## src/rtl/axis_word_packer_pkg.sv

```systemverilog
// Shared widths, lane-index type and beat-size helpers for the AXI-Stream word packer.
package axis_word_packer_pkg;

   localparam int CFG_WIDTH    = 16;
   localparam int DEF_S_WIDTH  = 32;
   localparam int DEF_M_WIDTH  = 128;

   function automatic int calc_ratio(input int s_width, input int m_width);
      return m_width / s_width;
   endfunction

   function automatic int calc_cntr_width(input int ratio);
      return (ratio > 2) ? $clog2(ratio) : 1;
   endfunction

   localparam int DEF_RATIO      = calc_ratio(DEF_S_WIDTH, DEF_M_WIDTH);
   localparam int DEF_CNTR_WIDTH = calc_cntr_width(DEF_RATIO);

   typedef logic [DEF_CNTR_WIDTH-1:0] lane_idx_t;

   // Index of the final lane of a beat: the requested size clamped to the lanes available.
   function automatic int clamp_beat_last(input int cfg_low, input int ratio);
      return (cfg_low > ratio - 1) ? ratio - 1 : cfg_low;
   endfunction

endpackage

```

## src/rtl/axis_word_packer_acc.sv

```systemverilog
// Lane accumulator for the word packer: collects narrow words into lanes and flags the last lane.
// AXIS_WORD_PACKER_FLUSH_EN adds a clear input and exposes the partial word for flushing.
module axis_word_packer_acc
   import axis_word_packer_pkg::*;
#(
   parameter int S_WIDTH = 32,
   parameter int M_WIDTH = 128
) (
   input  logic                 aclk,
   input  logic                 areset,
   input  logic [CFG_WIDTH-1:0] cfg_data,
   input  logic [S_WIDTH-1:0]   word,
   input  logic                 accept,
`ifdef AXIS_WORD_PACKER_FLUSH_EN
   input  logic                 clear,
   output logic [M_WIDTH-1:0]   partial_word,
   output logic                 partial_valid,
`endif
   output logic [M_WIDTH-1:0]   packed_word,
   output logic                 last_lane
);

   localparam int RATIO      = calc_ratio(S_WIDTH, M_WIDTH);
   localparam int CNTR_WIDTH = calc_cntr_width(RATIO);

   logic [M_WIDTH-1:0]    acc;
   logic [CNTR_WIDTH-1:0] count;
   logic [CNTR_WIDTH-1:0] beat_last;
   logic [CNTR_WIDTH-1:0] cfg_last;
   logic [CNTR_WIDTH-1:0] eff_last;
   logic                  unused_cfg;

   assign cfg_last   = CNTR_WIDTH'(clamp_beat_last(int'(cfg_data[CNTR_WIDTH-1:0]), RATIO));
   assign unused_cfg = ^cfg_data[CFG_WIDTH-1:CNTR_WIDTH];

   // Lane 0 still sees the live configuration; later lanes use the value latched with lane 0.
   assign eff_last  = (count == '0) ? cfg_last : beat_last;
   assign last_lane = (count == eff_last);

   always_comb begin
      packed_word = acc;
      for (int i = 0; i < RATIO; i++) begin
         if (count == CNTR_WIDTH'(i)) begin
            packed_word[i*S_WIDTH +: S_WIDTH] = word;
         end
      end
   end

`ifdef AXIS_WORD_PACKER_FLUSH_EN
   assign partial_word  = acc;
   assign partial_valid = (count != '0);
`endif

   always_ff @(posedge aclk or posedge areset) begin
      if (areset) begin
         acc       <= '0;
         count     <= '0;
         beat_last <= '0;
      end else if (accept) begin
         if (last_lane) begin
            acc   <= '0;
            count <= '0;
         end else begin
            acc   <= packed_word;
            count <= count + CNTR_WIDTH'(1);
         end
         if (count == '0) begin
            beat_last <= cfg_last;
         end
      end
`ifdef AXIS_WORD_PACKER_FLUSH_EN
      else if (clear) begin
         acc   <= '0;
         count <= '0;
      end
`endif
   end

endmodule

```

## src/rtl/axis_word_packer.sv

```systemverilog
// Packs cfg_data+1 narrow AXI-Stream words (word 0 in the LSB lane) into one wide output beat.
// Define AXIS_WORD_PACKER_FLUSH_EN to add the flush input that emits a partial beat.
module axis_word_packer
   import axis_word_packer_pkg::*;
#(
   parameter int S_AXIS_TDATA_WIDTH = 32,
   parameter int M_AXIS_TDATA_WIDTH = 128
) (
   input  logic                          aclk,
   input  logic                          areset,
   input  logic [CFG_WIDTH-1:0]          cfg_data,
   input  logic [S_AXIS_TDATA_WIDTH-1:0] s_axis_tdata,
   input  logic                          s_axis_tvalid,
   output logic                          s_axis_tready,
`ifdef AXIS_WORD_PACKER_FLUSH_EN
   input  logic                          flush,
`endif
   output logic [M_AXIS_TDATA_WIDTH-1:0] m_axis_tdata,
   output logic                          m_axis_tvalid,
   input  logic                          m_axis_tready
);

   logic                          running;
   logic                          last_lane;
   logic                          out_free;
   logic                          accept;
   logic                          load;
   logic                          flush_fire;
   logic [M_AXIS_TDATA_WIDTH-1:0] packed_word;

`ifdef AXIS_WORD_PACKER_FLUSH_EN
   logic [M_AXIS_TDATA_WIDTH-1:0] partial_word;
   logic                          partial_valid;
`endif

   axis_word_packer_acc #(
      .S_WIDTH (S_AXIS_TDATA_WIDTH),
      .M_WIDTH (M_AXIS_TDATA_WIDTH)
   ) u_acc (
      .aclk          (aclk),
      .areset        (areset),
      .cfg_data      (cfg_data),
      .word          (s_axis_tdata),
      .accept        (accept),
`ifdef AXIS_WORD_PACKER_FLUSH_EN
      .clear         (flush_fire),
      .partial_word  (partial_word),
      .partial_valid (partial_valid),
`endif
      .packed_word   (packed_word),
      .last_lane     (last_lane)
   );

   assign out_free = ~m_axis_tvalid | m_axis_tready;

`ifdef AXIS_WORD_PACKER_FLUSH_EN
   assign flush_fire = running & flush & partial_valid & out_free;
`else
   assign flush_fire = 1'b0;
`endif

   // Only the last lane can stall, and only while the output register is full and not draining.
   assign s_axis_tready = running & ~flush_fire & (~last_lane | out_free);
   assign accept        = s_axis_tvalid & s_axis_tready;
   assign load          = accept & last_lane;

   always_ff @(posedge aclk or posedge areset) begin
      if (areset) begin
         running <= 1'b0;
      end else begin
         running <= 1'b1;
      end
   end

   always_ff @(posedge aclk or posedge areset) begin
      if (areset) begin
         m_axis_tdata  <= '0;
         m_axis_tvalid <= 1'b0;
      end else if (load) begin
         m_axis_tdata  <= packed_word;
         m_axis_tvalid <= 1'b1;
      end
`ifdef AXIS_WORD_PACKER_FLUSH_EN
      else if (flush_fire) begin
         m_axis_tdata  <= partial_word;
         m_axis_tvalid <= 1'b1;
      end
`endif
      else if (m_axis_tready) begin
         m_axis_tvalid <= 1'b0;
      end
   end

endmodule

```

## config.mk

```make
export PLATFORM = sky130hd
export DESIGN_NAME = axis_word_packer
export DESIGN_NICKNAME = d
export VERILOG_FILES = /design/src/rtl/axis_word_packer_pkg.sv /design/src/rtl/axis_word_packer_acc.sv /design/src/rtl/axis_word_packer.sv
export SDC_FILE = /design/constraint.sdc
export NUM_CORES = 1
export LEC_CHECK = 0
export BUFFER_PORTS_ARGS = -buffer_cell sky130_fd_sc_hd__clkbuf_2
export CELL_PAD_IN_SITES_DETAIL_PLACEMENT = 0
export CELL_PAD_IN_SITES_GLOBAL_PLACEMENT = 1
export CORE_MARGIN = 2
export CORE_UTILIZATION = 41
export DETAILED_ROUTE_END_ITERATION = 8
export GPL_ROUTABILITY_DRIVEN = 1
export GPL_TIMING_DRIVEN = 0
export PLACE_DENSITY_LB_ADDON = 0.1
export REMOVE_ABC_BUFFERS = 1
export SYNTH_ARGS = -nofsm -noshare
export SYNTH_HDL_FRONTEND = slang
export SYNTH_HIERARCHICAL = 1
export SYNTH_SLANG_ARGS = --single-unit
```

## constraint.sdc

```tcl
create_clock -name aclk -period 9 [get_ports aclk]
set_input_delay 0.9 -clock aclk [delete_from_list [all_inputs] [get_ports aclk]]
set_output_delay 0.9 -clock aclk [all_outputs]
set_load 0.01 [all_outputs]
```

==> impl_metrics.tcl <==
set metrics [dict create \
    timing.final.hold_violations 0 \
    finalCriticalPeriod_ps 4700 \
    postSynthCellCount 1143 \
    crit_fanout 67 \
    cts_root_buf "clkbuf_16" \
    maxCapViolCount 0 \
    worstMarginPinSlew_ps 913 \
    diodes 0 \
    yosysWarnings 6 \
    setup.worst_path.class "reg -> reg" \
    area_delta_synth_final_pct 17.1 \
    viasPerCell 4.96 \
    synthDistinctLibCells 23 \
    instances_no_fill 1683 \
    fin_nets 1330 \
    power_w 0.00516 \
    ff2ff_setup_slack_ps 4300 \
    min_period_over_period 0.523 \
    finalMaxSlewViolations 0 \
    finalSetupViolCount 0 \
    path_clk_slew_ps 60 \
    required_ps 9420 \
    dr.pass1.iters 5 \
    grt_remaining_overflow 0 \
    io_pins 182 \
    end_kind "register" \
    cts_buffers 30 \
    grt_pass1_vias 8289 \
    m1WireLength_um 13600 \
    arrival_ps 5120 \
    drcViolationCount 0 \
    antenna_found_initial 0 \
    postRouteAntennaNets 0 \
    hold_path.class "in -> async" \
    layout_common_cells "dfrtp_1, nand2_1, clkbuf_2" \
    fill_cells 2737 \
    initial_utilization 0.414 \
    gp_congestion 0.693 \
    tritoncts "built" \
    critPathLaunchType "register" \
    grt_max_degree 96 \
    highest_layer "met4" \
    p_leak_nw 6.63 \
    num_vias 8340 \
    dp_cells 1632 \
    skew_ps 12.1 \
    slew_headroom 0.391 \
    die_x_um 176 \
    final_common_cell "dfrtp_1" \
    multi_input_area_um2 4530 \
    synth.avg_cell_area_um2 10.6 \
    htree_levels 1 \
    drt_wl_total_um 28000 \
    dp_hpwl_um 16700 \
    io_buffer_count 167 \
    dieHeight_um 176 \
    cts_resized 0 \
    synth_area_um2 12200 \
    peakVddDrop_mv 0.185 \
    cts_buffer_depth 3 \
    post_cts_buffers 0 \
    grt_pass1_wl_um 46000 \
    tns_ps 0 \
    synth.area.top_cells "dfrtp_1, mux2_4, nand2_1" \
    ys_ff_latch 262 \
    yosysSeqAreaShare 0.539 \
    numClockSinks 262 \
    met3WireLength_um 1410 \
    wl_per_cell_um 16.6 \
    met2RoutedLength_um 12600 \
    cts_hold_buffers 0 \
    grt_setup_unrepaired "false" \
    coreArea_um2 29400 \
    final_util 0.484 \
    synth_top_area_share 0.539 \
    fmax_mhz 213 \
    first_iter_violations 442 \
    worstSkewPairLatency_ps 540 \
    power_density_nw_per_um2 362 \
    drive_gt1_frac 0.283 \
    num_rows 63 \
    seqCellArea_um2 6560 \
    grt_usage 0.183 \
    outcome "finished, final reports clean" \
    yosysTopAreaCell "dfrtp_1" \
    die_area_um2 31100 \
]
-- critical path, cell delays in order (launching register included) --
cell,delay (ps)
dfrtp_1,440
inv_1,170
ha_4,760
mux2i_1,300
xnor2_1,120
nor2_4,470
buf_12,270
buf_12,230
nand3_2,130
nor2_4,570
buf_12,290
buf_12,240
buf_16,190
mux2_4,310
-- flip-flops by register name, summed over array words and instances (netlist names) --
register         cells
u_acc/count          2
u_acc/acc          128
running              1
m_axis_tvalid        1
u_acc/beat_last      2
m_axis_tdata       128
-- layout make-up --
type                       instances  share of cell area
sequential                       262               0.460
multi-input combinational        664               0.318
timing repair buffer             184              0.0863
clock buffer                      47              0.0629
inverter                         132              0.0355
tap                              390              0.0343
clock inverter                     4             0.00316
-- power breakdown --
part	internal [W]	switching [W]	leakage, nW	total, W
Clock	0.000702	0.000474	0.463	0.00118
Combinational	0.000969	0.00121	2.70	0.00218
Sequential	0.00162	0.000184	3.47	0.00181
-- worst paths after layout --
check / startpoint / endpoint / cells past startpoint
max: u_acc/count[0] / m_axis_tdata[64] / 13
min: areset / m_axis_tdata[8] / 2
max reg2reg: u_acc/count[0] / m_axis_tdata[64] / 13
min reg2reg: u_acc/beat_last[0] / u_acc/beat_last[0] / 1
max in group asynchronous: areset / m_axis_tdata[115] / 3
min in group aclk: u_acc/beat_last[0] / u_acc/beat_last[0] / 1
-- synth_stat cells --
cell type / number
mux2_4: 120
dfrtp_1: 262
mux2_2: 10
o22ai_1: 129
buf_6: 11
nand3_2: 1
ha_1: 4
buf_8: 1
inv_1: 132
conb_1: 1
nand2_1: 259
clkbuf_1: 56
and2_1: 1
nand2b_1: 2
buf_2: 5
buf_12: 12
nor2b_4: 1
nor2_2: 1
mux2i_1: 2
xnor2_1: 2
a21boi_0: 1
nor2_4: 1
o21ai_0: 129
-- cells by family after synthesis --
family | after synthesis | synth area share
AO/OA/AOI/OAI | 259 | 0.120
XOR/XNOR | 2 | 0.00144
adder cells (fa/ha/maj) | 4 | 0.00411
buffers and inverters | 217 | 0.0912
flip-flops | 262 | 0.539
multiplexers | 132 | 0.159
other | 1 | 0.000308
AND/OR/NAND/NOR | 266 | 0.0849
-- per-layer routing --
| layer | GRT usage | vias up |
|---|---|---|
| li1 | - | 4078 |
| met1 | 0.267 | 4047 |
| met2 | 0.283 | 182 |
| met3 | 0.0338 | 33 |
| met4 | 0.0430 | 0 |
| met5 | 0 | - |
-- per-stage QoR --
stage	hold WS, ps	worst slack, ps	instance area, um^2
6_report	463	4300	14200
5_1_grt	491	3990	14200
4_1_cts	467	4230	14200
3_5_place_dp	492	4240	13300
3_3_place_gp	488	-4620	12900
2_1_floorplan	479	279	11500
Power figures use the tool's default switching activity.
